===== src/rtl/multdiv_unit.sv =====
// multdiv_unit: multi-cycle signed 32-bit multiply / divide for the execute stage.
// Multiply uses radix-2 Booth, divide uses restoring division on magnitudes.
// Every operation takes exactly ITER edges after the start edge, and a one-cycle
// completion pulse accompanies the registered result and exception flag.
module multdiv_unit #(
    parameter int ITER = 32
) (
    input  logic        clock,
    input  logic        reset,
    input  logic        ctrl_MULT,
    input  logic        ctrl_DIV,
    input  logic [31:0] data_operandA,
    input  logic [31:0] data_operandB,
    output logic [31:0] data_result,
    output logic        data_exception,
    output logic        data_resultRDY
);

    typedef enum logic [1:0] {
        IDLE = 2'd0,
        RUN  = 2'd1,
        DONE = 2'd2
    } state_t;

    localparam logic [4:0] LAST = 5'(ITER - 1);

    // Booth register is {acc[32:0], Q[31:0], q-1}. The accumulator carries one
    // guard bit beyond 32 so that subtracting a multiplicand of -2^31 never wraps.
    state_t        state_q, state_d;
    logic [4:0]    cnt_q, cnt_d;
    logic          is_div_q, is_div_d;
    logic [65:0]   booth_q, booth_d;
    logic [32:0]   mcand_q, mcand_d;
    logic [32:0]   rem_q, rem_d;
    logic [31:0]   quo_q, quo_d;
    logic [31:0]   dvsr_q, dvsr_d;
    logic          neg_q, neg_d;
    logic          dz_q, dz_d;
    logic          ovf_q, ovf_d;
    logic [31:0]   result_q, result_d;
    logic          exc_q, exc_d;
    logic          rdy_q, rdy_d;

    logic          start;
    logic [65:0]   booth_nx;
    logic [64:0]   div_nx;

    // One Booth step: add/subtract per {Q0, q-1}, then arithmetic shift right.
    function automatic logic [65:0] booth_step(input logic [65:0] r, input logic [32:0] m);
        logic [32:0]        acc;
        logic signed [65:0] t;
        acc = r[65:33];
        case (r[1:0])
            2'b01:   acc = acc + m;
            2'b10:   acc = acc - m;
            default: acc = r[65:33];
        endcase
        t = {acc, r[32:0]};
        return 66'(t >>> 1);
    endfunction

    // One restoring-division step; returns {remainder[32:0], quotient[31:0]}.
    function automatic logic [64:0] div_step(input logic [32:0] rem, input logic [31:0] quo,
                                             input logic [31:0] dvsr);
        logic [33:0] shifted;
        logic [33:0] trial;
        shifted = {rem, quo[31]};
        trial   = shifted - {2'b00, dvsr};
        if (trial[33]) begin
            return {shifted[32:0], quo[30:0], 1'b0};
        end
        return {trial[32:0], quo[30:0], 1'b1};
    endfunction

    // Unsigned magnitude of a two's-complement value (0x80000000 maps to itself).
    function automatic logic [31:0] mag32(input logic [31:0] v);
        return v[31] ? (~v + 32'd1) : v;
    endfunction

    // Re-apply the quotient sign after magnitude division.
    function automatic logic [31:0] apply_sign(input logic [31:0] v, input logic neg);
        return neg ? (~v + 32'd1) : v;
    endfunction

    // Product does not fit in signed 32 bits unless bits [63:31] are all equal.
    function automatic logic mul_overflow(input logic [63:0] p);
        return !((&p[63:31]) || !(|p[63:31]));
    endfunction

    assign start    = ctrl_MULT | ctrl_DIV;
    assign booth_nx = booth_step(booth_q, mcand_q);
    assign div_nx   = div_step(rem_q, quo_q, dvsr_q);

    // Next-state, datapath iteration and completion logic.
    always_comb begin
        state_d  = state_q;
        cnt_d    = cnt_q;
        is_div_d = is_div_q;
        booth_d  = booth_q;
        mcand_d  = mcand_q;
        rem_d    = rem_q;
        quo_d    = quo_q;
        dvsr_d   = dvsr_q;
        neg_d    = neg_q;
        dz_d     = dz_q;
        ovf_d    = ovf_q;
        result_d = result_q;
        exc_d    = exc_q;
        rdy_d    = 1'b0;

        if (start) begin
            // A new start always wins: any in-flight operation is dropped silently.
            state_d  = RUN;
            cnt_d    = 5'd0;
            is_div_d = !ctrl_MULT;
            booth_d  = {33'd0, data_operandB, 1'b0};
            mcand_d  = {data_operandA[31], data_operandA};
            rem_d    = 33'd0;
            quo_d    = mag32(data_operandA);
            dvsr_d   = mag32(data_operandB);
            neg_d    = data_operandA[31] ^ data_operandB[31];
            dz_d     = (data_operandB == 32'd0);
            ovf_d    = (data_operandA == 32'h8000_0000) && (data_operandB == 32'hFFFF_FFFF);
        end else begin
            case (state_q)
                RUN: begin
                    cnt_d = cnt_q + 5'd1;
                    if (is_div_q) begin
                        {rem_d, quo_d} = div_nx;
                    end else begin
                        booth_d = booth_nx;
                    end
                    if (cnt_q == LAST) begin
                        state_d = DONE;
                        rdy_d   = 1'b1;
                        if (is_div_q) begin
                            if (dz_q) begin
                                result_d = 32'd0;
                                exc_d    = 1'b1;
                            end else if (ovf_q) begin
                                result_d = 32'h8000_0000;
                                exc_d    = 1'b1;
                            end else begin
                                result_d = apply_sign(div_nx[31:0], neg_q);
                                exc_d    = 1'b0;
                            end
                        end else begin
                            result_d = booth_nx[32:1];
                            exc_d    = mul_overflow(booth_nx[64:1]);
                        end
                    end
                end
                DONE: begin
                    state_d = IDLE;
                end
                default: begin
                    state_d = IDLE;
                end
            endcase
        end
    end

    // State, datapath and output registers; async reset clears everything.
    always_ff @(posedge clock or posedge reset) begin
        if (reset) begin
            state_q  <= IDLE;
            cnt_q    <= 5'd0;
            is_div_q <= 1'b0;
            booth_q  <= 66'd0;
            mcand_q  <= 33'd0;
            rem_q    <= 33'd0;
            quo_q    <= 32'd0;
            dvsr_q   <= 32'd0;
            neg_q    <= 1'b0;
            dz_q     <= 1'b0;
            ovf_q    <= 1'b0;
            result_q <= 32'd0;
            exc_q    <= 1'b0;
            rdy_q    <= 1'b0;
        end else begin
            state_q  <= state_d;
            cnt_q    <= cnt_d;
            is_div_q <= is_div_d;
            booth_q  <= booth_d;
            mcand_q  <= mcand_d;
            rem_q    <= rem_d;
            quo_q    <= quo_d;
            dvsr_q   <= dvsr_d;
            neg_q    <= neg_d;
            dz_q     <= dz_d;
            ovf_q    <= ovf_d;
            result_q <= result_d;
            exc_q    <= exc_d;
            rdy_q    <= rdy_d;
        end
    end

    assign data_result    = result_q;
    assign data_exception = exc_q;
    assign data_resultRDY = rdy_q;

endmodule

===== config.mk =====
export PLATFORM = sky130hd
export DESIGN_NAME = multdiv_unit
export DESIGN_NICKNAME = d
export VERILOG_FILES = /design/src/rtl/multdiv_unit.sv
export SDC_FILE = /design/constraint.sdc
export NUM_CORES = 1
export LEC_CHECK = 0
export BUFFER_PORTS_ARGS = -buffer_cell sky130_fd_sc_hd__buf_2
export CELL_PAD_IN_SITES_DETAIL_PLACEMENT = 1
export CELL_PAD_IN_SITES_GLOBAL_PLACEMENT = 2
export CORE_MARGIN = 5
export CORE_UTILIZATION = 34
export CTS_CLUSTER_SIZE = 24
export DETAILED_ROUTE_END_ITERATION = 7
export GPL_TIMING_DRIVEN = 0
export PLACE_DENSITY = 0.77
export SYNTH_ARGS = -nofsm -noshare
export SYNTH_HDL_FRONTEND = slang
export SYNTH_SLANG_ARGS = --single-unit

===== constraint.sdc =====
create_clock -name clock -period 7.8 [get_ports clock]
set_input_delay 0.78 -clock clock [delete_from_list [all_inputs] [get_ports clock]]
set_output_delay 0.78 -clock clock [all_outputs]
set_load 0.005 [all_outputs]

==> flow_results.xml, run 1 <==
<?xml version="1.0" encoding="UTF-8"?>
<metrics>
  <group name="route">
    <metric name="average_detailed_routed_wire_length_per_instance" unit="microns">22.4</metric>
    <metric name="drt_wl_total" unit="microns">61800</metric>
    <metric name="drc_errors" unit="">0</metric>
    <metric name="drtAntennaViolNets" unit="">0</metric>
    <metric name="detail_route.vias_per_cell" unit="">5.65</metric>
    <metric name="first_pass_iters" unit="">5</metric>
    <metric name="detailroute.via_count" unit="">15600</metric>
    <metric name="drt_first_iter_violations" unit="">825</metric>
  </group>
  <group name="sta">
    <metric name="max_slew.worst_pin.slew" unit="ns">1.06</metric>
    <metric name="fin_crit" unit="ns">6.45</metric>
    <metric name="final.setup.worst_slack" unit="ns">1.35</metric>
    <metric name="post-route-period-util" unit="%">82.7</metric>
    <metric name="maxClockFrequency" unit="MHz">155</metric>
    <metric name="fin_worst_hold_slack" unit="ns">0.373</metric>
    <metric name="final-max-slew-violation-count" unit="">0</metric>
    <metric name="slew-limit-headroom" unit="%">28.6</metric>
    <metric name="timing.clock.skew" unit="ns">0.0196</metric>
    <metric name="totalNegativeSetupSlack" unit="ns">0</metric>
    <metric name="grt_setup_unrepaired" unit="">no</metric>
    <metric name="finalHoldViolCount" unit="">0</metric>
    <metric name="finalSetupViolCount" unit="">0</metric>
  </group>
  <group name="clocking">
    <metric name="cts_root_buf" unit="">clkbuf_16</metric>
    <metric name="cts_tree" unit="">built</metric>
    <metric name="clock_transition_at_the_register_clock_pins_on_the_worst_setup_and_hold_paths_after_cts" unit="ns">0.06</metric>
    <metric name="holdBufCountCts" unit="">0</metric>
    <metric name="cts_max_level" unit="">1</metric>
    <metric name="clock_insertion_delay_worst_skew" unit="ns">0.58</metric>
    <metric name="clock_sinks" unit="">239</metric>
    <metric name="cts_setup_buffers" unit="">0</metric>
    <metric name="post_cts.resized_instances" unit="">0</metric>
    <metric name="cts.path.max_buffers" unit="">3</metric>
    <metric name="cts_made_buffers" unit="">30</metric>
  </group>
  <group name="worst_setup_path">
    <metric name="crit_chain" unit="">or4_1 -&gt; nor2b_1 -&gt; nand2_1 -&gt; nor4_1 -&gt; nor2_1 -&gt; xnor2_1 -&gt; ha_1 -&gt; clkbuf_1 -&gt; a21oi_1 -&gt; o21ai_0 -&gt; a2111oi_0 -&gt; a211oi_1 -&gt; or3_1 -&gt; a31oi_1 -&gt; xor2_1 -&gt; a21oi_1 -&gt; and4b_1 -&gt; and4_1 -&gt; a211oi_1</metric>
    <metric name="cp-end-kind" unit="">flop</metric>
    <metric name="critical_path.n_buffers_inverters" unit="">1</metric>
    <metric name="crit_path_start_kind" unit="">flop</metric>
    <metric name="crit_path_dat" unit="ns">6.91</metric>
    <metric name="timing.critical_path.required" unit="ns">8.26</metric>
    <metric name="reg2regPathDepth" unit="">19</metric>
    <metric name="cp_top_family" unit="">simple AND/OR/NAND/NOR gates</metric>
    <metric name="cpPeakStageDelay" unit="ns">0.78</metric>
    <metric name="path_class" unit="">reg -&gt; reg</metric>
    <metric name="critical_path_cell_count" unit="">19</metric>
    <metric name="timing.critical_path.fanout_max" unit="">8</metric>
    <metric name="slowest_stage" unit="">a2111oi_0</metric>
  </group>
  <group name="global_routing">
    <metric name="grt.total_usage" unit="%">22.7</metric>
    <metric name="grt_pass1_wl" unit="microns">95800</metric>
    <metric name="grt_max_degree" unit="">121</metric>
    <metric name="grt_pass1_vias" unit="">16100</metric>
    <metric name="antenna_violations_before_repair" unit="">0</metric>
    <metric name="globalRouteOverflowTotal" unit="">0</metric>
  </group>
  <group name="power">
    <metric name="p_leak" unit="uW">0.00841</metric>
    <metric name="power-per-cell-area" unit="mW/mm^2">198</metric>
    <metric name="power.ir.vdd_worst" unit="V">0.000159</metric>
    <metric name="total_power_draw" unit="uW">3710</metric>
  </group>
  <group name="layout">
    <metric name="antenna-diode-count" unit="">0</metric>
    <metric name="drive_gt1_share" unit="%">8.83</metric>
    <metric name="final_nets" unit="">2266</metric>
    <metric name="layout.filler_cells" unit="">5735</metric>
    <metric name="area_delta_synth_final" unit="%">13.8</metric>
    <metric name="final_design_area_no_fill" unit="sq mm">0.0187</metric>
  </group>
  <group name="logic_synthesis">
    <metric name="synth_top_area_share" unit="%">36.4</metric>
    <metric name="ys_warn_count" unit="">0</metric>
    <metric name="synth_area_leaders" unit="">dfrtp_1, nand2_1, o21ai_0, ha_1, xor2_1</metric>
    <metric name="synth_enable_flop_cells" unit="">0</metric>
    <metric name="synth_top_area_cell" unit="">dfrtp_1</metric>
    <metric name="synth-seq-area-share" unit="%">36.4</metric>
    <metric name="synth_area" unit="sq mm">0.0164</metric>
    <metric name="syn_nets" unit="">2131</metric>
    <metric name="synth_area_per_cell" unit="sq um">8.27</metric>
    <metric name="number_of_register_bits_inferred_by_synthesis" unit="">239</metric>
    <metric name="postSynthCellCount" unit="">1989</metric>
    <metric name="yosys.cell_types.count" unit="">73</metric>
    <metric name="synthFlopType" unit="">dfrtp_1</metric>
    <metric name="synth_async_sr_flop_share" unit="%">100</metric>
  </group>
  <group name="run">
    <metric name="max_cap_violations" unit="">0</metric>
  </group>
  <group name="floorplan">
    <metric name="die_area" unit="sq mm">0.0529</metric>
    <metric name="num_rows" unit="">80</metric>
    <metric name="ioPinCount" unit="">102</metric>
    <metric name="die-width" unit="microns">230</metric>
    <metric name="initial_utilization" unit="%">34.4</metric>
    <metric name="chipHeight" unit="microns">230</metric>
    <metric name="core_ar" unit="sq mm">0.0477</metric>
  </group>
  <group name="place">
    <metric name="dp.final_hpwl" unit="microns">48200</metric>
    <metric name="globalplace.congestion" unit="">0.902</metric>
    <metric name="placedInstanceArea" unit="sq mm">0.0178</metric>
    <metric name="numPortBuffers" unit="">100</metric>
    <metric name="dpl_worst_slack" unit="ns">1.48</metric>
  </group>
  <group name="outcome">
    <metric name="status" unit="">complete, no violations</metric>
  </group>
  <group name="min_path">
    <metric name="hold_path_class" unit="">in -&gt; async</metric>
  </group>
</metrics>
[sequential cells by signal (all words and copies together), names as in the netlist, 2 cells and up]
register     count
data_result     32
state_q          2
mcand_q         32
quo_q           32
cnt_q            5
rem_q           33
booth_q         65
dvsr_q          32
[synthesized netlist by cell type, types with 34 or more instances]
master and n:
nand2_1 315, dfrtp_1 239, o21ai_0 222, nor2_1 168, a21oi_1 128, clkbuf_1 96
xor2_1 86, xnor2_1 79, ha_1 72, inv_1 62, mux2i_1 58, nor3_1 34
[final timing paths]
path,start,endpoint,slack (ns)
min in group clock,ctrl_MULT,is_div_q,0.43
setup / recovery,mcand_q[3],data_exception,1.35
hold / removal,reset,quo_q[18],0.37
setup reg to reg,mcand_q[3],data_exception,1.35
hold reg to reg,dvsr_q[25],dvsr_q[25],0.47
max in group asynchronous,reset,booth_q[45],6.31
[metal layers]
metal | share of wire (%) | global-route usage (%) | vias up
met4 | 2.2 | 5.25 | 0
li1 | - | - | 7318
met1 | 47 | 31.6 | 7852
met3 | 4.1 | 2.70 | 78
met2 | 47 | 37.9 | 313
met5 | 0 | 0 | -
[worst min-delay path: stages]
cell and delay, ns:
buf_2 0.13, inv_8 0.05, buf_16 0.44
[where the power goes]
part / internal, uW / total [uW] / leakage, uW / switching (uW)
Clock: 779 / 1360 / 0.000454 / 578
Sequential: 1320 / 1420 / 0.00307 / 100
Combinational: 326 / 927 / 0.00488 / 601
[placed cells by master (no fill, tap or decap), drive strengths merged, types with 14 or more instances in the layout]
master | netlist | layout
nand2 | 315 | 315
dfrtp | 239 | 239
o21ai | 222 | 222
nor2 | 168 | 168
clkbuf | 96 | 137
a21oi | 128 | 128
buf | 13 | 116
xor2 | 86 | 86
xnor2 | 79 | 79
ha | 72 | 72
inv | 63 | 63
mux2i | 58 | 58
nor3 | 35 | 35
o31ai | 33 | 33
a21o | 29 | 29
nand4 | 25 | 25
nand3 | 23 | 23
a221oi | 19 | 19
or3 | 19 | 19
o22ai | 18 | 18
nand2b | 17 | 17
or4 | 16 | 16
o21a | 15 | 15
nor4 | 15 | 15
o41ai | 15 | 15
nor2b | 14 | 14
[final cells by class]
type | count | area (sq um) | share of cell area (%)
inverter | 66 | 256 | 1.37
timing repair buffer | 103 | 561 | 3.00
multi-input combinational | 1575 | 9790 | 52.4
buffer | 109 | 418 | 2.23
clock inverter | 8 | 82.6 | 0.442
clock buffer | 41 | 842 | 4.50
sequential | 239 | 5980 | 32.0
tap | 615 | 769 | 4.11
[metrics by stage]
stage               utilization [%]  cells
global route                   39.2   2756
global placement               37.1   2704
floorplan                         -   1989
detailed placement             37.2   2706
finish                         39.2   2756
CTS                            39.2   2755
[kinds of logic after synthesis]
family                   synth area share (%)
AND/OR/NAND/NOR                          19.0
AO/OA/AOI/OAI                            21.7
flip-flops                               36.4
buffers and inverters                    4.06
XOR/XNOR                                 8.79
adder cells (fa/ha/maj)                  5.72
multiplexers                             4.35
No activity file was read; power rests on OpenSTA's default activity.
==> run 2: changes to the inputs <==
Settings changed: ABC_AREA set to 1, CORE_UTILIZATION 34 to 32, PLACE_DENSITY 0.77 to 0.78.
Clock period 7.8 ns to 5.62 ns, I/O delays scaled along.
==> flow_results.xml, run 2 <==
<?xml version="1.0" encoding="UTF-8"?>
<metrics>
  <group name="logic_synthesis">
    <metric name="yosys.cell_count.top_type" unit="">nand2_1</metric>
    <metric name="synth_area_leaders" unit="">dfrtp_1, nand2_1, inv_1, o21ai_0, nor2_1</metric>
    <metric name="synth_enable_flop_cells" unit="">0</metric>
    <metric name="synth_top_area_share" unit="%">32.7</metric>
    <metric name="synthFlopType" unit="">dfrtp_1</metric>
    <metric name="synth_async_sr_flop_share" unit="%">100</metric>
    <metric name="number_of_register_bits_inferred_by_synthesis" unit="">239</metric>
    <metric name="synth-seq-area-share" unit="%">32.7</metric>
    <metric name="synth_area_per_cell" unit="sq um">6.75</metric>
    <metric name="synthTopCellsByCount" unit="">nand2_1, inv_1, nor2_1, dfrtp_1, o21ai_0</metric>
    <metric name="syn_nets" unit="">2855</metric>
    <metric name="postSynthCellCount" unit="">2713</metric>
    <metric name="yosys.cell_types.count" unit="">63</metric>
    <metric name="synth_area" unit="sq mm">0.0183</metric>
    <metric name="ys_warn_count" unit="">0</metric>
    <metric name="synth_top_area_cell" unit="">dfrtp_1</metric>
  </group>
  <group name="sta">
    <metric name="grt_setup_unrepaired" unit="">no</metric>
    <metric name="post-route-period-util" unit="%">88.1</metric>
    <metric name="totalNegativeSetupSlack" unit="ns">0</metric>
    <metric name="finalSetupViolCount" unit="">0</metric>
    <metric name="finalHoldViolCount" unit="">0</metric>
    <metric name="maxClockFrequency" unit="MHz">202</metric>
    <metric name="final-max-slew-violation-count" unit="">0</metric>
    <metric name="timing.clock.skew" unit="ns">0.0283</metric>
    <metric name="fin_crit" unit="ns">4.95</metric>
    <metric name="max_slew.worst_pin.slew" unit="ns">1.17</metric>
    <metric name="slew-limit-headroom" unit="%">20.9</metric>
  </group>
  <group name="layout">
    <metric name="final_nets" unit="">2993</metric>
    <metric name="layout.cells.most_common_list" unit="">nand2_1, inv_1, nor2_1, dfrtp_1, o21ai_0</metric>
    <metric name="area_delta_synth_final" unit="%">14.1</metric>
    <metric name="layout_top_registers" unit="">booth_q x65, rem_q x33</metric>
    <metric name="mostFrequentLayoutCell" unit="">nand2_1</metric>
    <metric name="fin_util" unit="%">37.0</metric>
    <metric name="antenna-diode-count" unit="">0</metric>
    <metric name="drive_gt1_share" unit="%">9.99</metric>
    <metric name="register_with_the_most_flip_flops" unit="">booth_q</metric>
    <metric name="instances_no_fill" unit="">3629</metric>
    <metric name="largest_reg_flops" unit="">65</metric>
  </group>
  <group name="global_routing">
    <metric name="grt_pass1_vias" unit="">19700</metric>
    <metric name="globalRouteOverflowTotal" unit="">0</metric>
    <metric name="antenna_violations_before_repair" unit="">1</metric>
    <metric name="use_met1" unit="%">33.4</metric>
    <metric name="grt_pass1_wl" unit="microns">121000</metric>
    <metric name="grt.total_usage" unit="%">24.7</metric>
    <metric name="use_met3" unit="%">2.15</metric>
    <metric name="global_route.peak_usage_layer" unit="">met2</metric>
    <metric name="global_route.usage.met2" unit="%">42.9</metric>
    <metric name="grt_max_degree" unit="">42</metric>
  </group>
  <group name="power">
    <metric name="power.ir.vdd_worst" unit="V">0.000224</metric>
    <metric name="total_power_draw" unit="uW">5640</metric>
    <metric name="power-per-cell-area" unit="mW/mm^2">270</metric>
    <metric name="p_leak" unit="uW">0.0104</metric>
  </group>
  <group name="route">
    <metric name="detailroute.via_count" unit="">19100</metric>
    <metric name="drc_errors" unit="">0</metric>
    <metric name="drt_first_iter_violations" unit="">1012</metric>
    <metric name="average_detailed_routed_wire_length_per_instance" unit="microns">21.9</metric>
    <metric name="detail_route.vias_per_cell" unit="">5.26</metric>
    <metric name="first_pass_iters" unit="">5</metric>
    <metric name="drt_wl_total" unit="microns">79400</metric>
    <metric name="drtAntennaViolNets" unit="">0</metric>
  </group>
  <group name="worst_setup_path">
    <metric name="terminus_of_the_critical_flop_to_flop_path" unit="">data_exception</metric>
    <metric name="timing.critical_path.required" unit="ns">6.09</metric>
    <metric name="path_class" unit="">reg -&gt; reg</metric>
    <metric name="crit_path_start_kind" unit="">flop</metric>
    <metric name="timing.critical_path.fanout_max" unit="">5</metric>
    <metric name="slowest_stage" unit="">dfrtp_1</metric>
    <metric name="crit_path_dat" unit="ns">5.42</metric>
    <metric name="critical-path-top-cell-by-count" unit="">nand2_1</metric>
    <metric name="reg2regPathDepth" unit="">31</metric>
    <metric name="cpPeakStageDelay" unit="ns">0.40</metric>
    <metric name="rrSetupSlack" unit="ns">0.67</metric>
    <metric name="worst_r2r_startpoint" unit="">mcand_q[0]</metric>
    <metric name="cp-end-kind" unit="">flop</metric>
  </group>
  <group name="place">
    <metric name="globalplace.congestion" unit="">0.909</metric>
    <metric name="dp.final_hpwl" unit="microns">65100</metric>
    <metric name="dp.cells" unit="">3576</metric>
    <metric name="numPortBuffers" unit="">101</metric>
  </group>
  <group name="floorplan">
    <metric name="num_rows" unit="">87</metric>
    <metric name="ioPinCount" unit="">102</metric>
    <metric name="die_area" unit="sq mm">0.0621</metric>
    <metric name="chipHeight" unit="microns">249</metric>
    <metric name="die-width" unit="microns">249</metric>
    <metric name="core_ar" unit="sq mm">0.0565</metric>
    <metric name="initial_utilization" unit="%">32.4</metric>
  </group>
  <group name="outcome">
    <metric name="status" unit="">complete, no violations</metric>
  </group>
  <group name="clocking">
    <metric name="cts.path.max_buffers" unit="">3</metric>
    <metric name="holdBufCountCts" unit="">0</metric>
    <metric name="clock_transition_at_the_register_clock_pins_on_the_worst_setup_and_hold_paths_after_cts" unit="ns">0.06</metric>
    <metric name="cts_max_level" unit="">1</metric>
    <metric name="clock_sinks" unit="">239</metric>
    <metric name="clock_insertion_delay_worst_skew" unit="ns">0.58</metric>
    <metric name="post_cts.resized_instances" unit="">0</metric>
    <metric name="cts_setup_buffers" unit="">0</metric>
    <metric name="cts_root_buf" unit="">clkbuf_16</metric>
    <metric name="cts_tree" unit="">built</metric>
    <metric name="cts_made_buffers" unit="">29</metric>
  </group>
  <group name="run">
    <metric name="max_cap_violations" unit="">0</metric>
  </group>
  <group name="min_path">
    <metric name="hold_path_class" unit="">in -&gt; async</metric>
  </group>
</metrics>
==> run 2: cell count changes in the layout (fill, tap and decap cells not counted), sizes merged, moves of 35 or more <==
cell / before / now
a21oi: 128 / 173
clkbuf: 137 / 96
inv: 63 / 426
mux2i: 58 / 1
nand2: 315 / 684
nand3: 23 / 157
nor2: 168 / 274
o211ai: 7 / 44
xnor2: 79 / 7
xor2: 86 / 51
==> run 2: per-stage QoR <==
stage | setup WS (ns) | instance area (sq um) | hold slack (ns)
2_1_floorplan | 1.92 | 18300 | 0.434
3_3_place_gp | 0.114 | 19800 | 0.457
3_5_place_dp | 0.650 | 19900 | 0.469
4_1_cts | 0.646 | 20900 | 0.119
5_1_grt | 0.0972 | 20900 | 0.130
6_report | 0.669 | 20900 | 0.126
==> run 2: how the worst max path moves through the flow <==
stage,endpoint,slack [ns],depth (start not counted),start
3_3_place_gp,data_resultRDY,0.11,2,reset
4_1_cts,data_exception,0.65,31,mcand_q[0]
2_1_floorplan,booth_q[0],1.92,1,reset
5_1_grt,data_exception,0.1,31,mcand_q[0]
3_5_place_dp,data_exception,0.65,31,mcand_q[0]
6_report,data_exception,0.67,31,mcand_q[0]
==> run 2: cells by family (layout without fill, tap and decap cells) <==
| group | after synthesis | after routing | share of synthesized area [%] |
|---|---|---|---|
| xor+xnor | 58 | 58 | 2.77 |
| fa+ha+maj | 74 | 74 | 5.14 |
| compound gates | 593 | 593 | 18.9 |
| flops | 239 | 239 | 32.7 |
| mux | 1 | 1 | 0.0547 |
| buf+inv | 518 | 678 | 10.8 |
| simple gates | 1230 | 1230 | 29.6 |
==> run 2: routing by layer <==
metal,vias to the layer above,wire length (microns)
li1,9195,-
met1,9421,36000
met2,389,38400
met3,95,3080
met4,0,1980
met5,-,0
==> run 2: cell type report <==
| cell class | instances | area [sq um] |
|---|---|---|
| plain buffers | 90 | 364 |
| clock buffers | 38 | 820 |
| clock inverters | 15 | 184 |
| fillers | 7195 | 35600 |
| inverters | 428 | 1610 |
| multi-input cells | 1956 | 10400 |
| flip-flops and latches | 239 | 5980 |
| well taps | 756 | 946 |
| repair buffers | 107 | 626 |
==> run 2: worst max-delay path: cells and delay by family, from the launching register on <==
family | cells | cell delay, ns
fa+ha+maj | 2 | 0.51
simple gates | 24 | 3.08
flops | 1 | 0.40
compound gates | 3 | 0.48
xor+xnor | 1 | 0.28
buf+inv | 1 | 0.09
==> run 2: report_power, final <==
part / switching [uW] / leakage [uW] / total, uW / internal [uW]
Sequential: 122 / 0.00306 / 1960 / 1840
Clock: 832 / 0.000497 / 2040 / 1210
Combinational: 1170 / 0.00686 / 1640 / 472
Total: 2120 / 0.0104 / 5640 / 3520
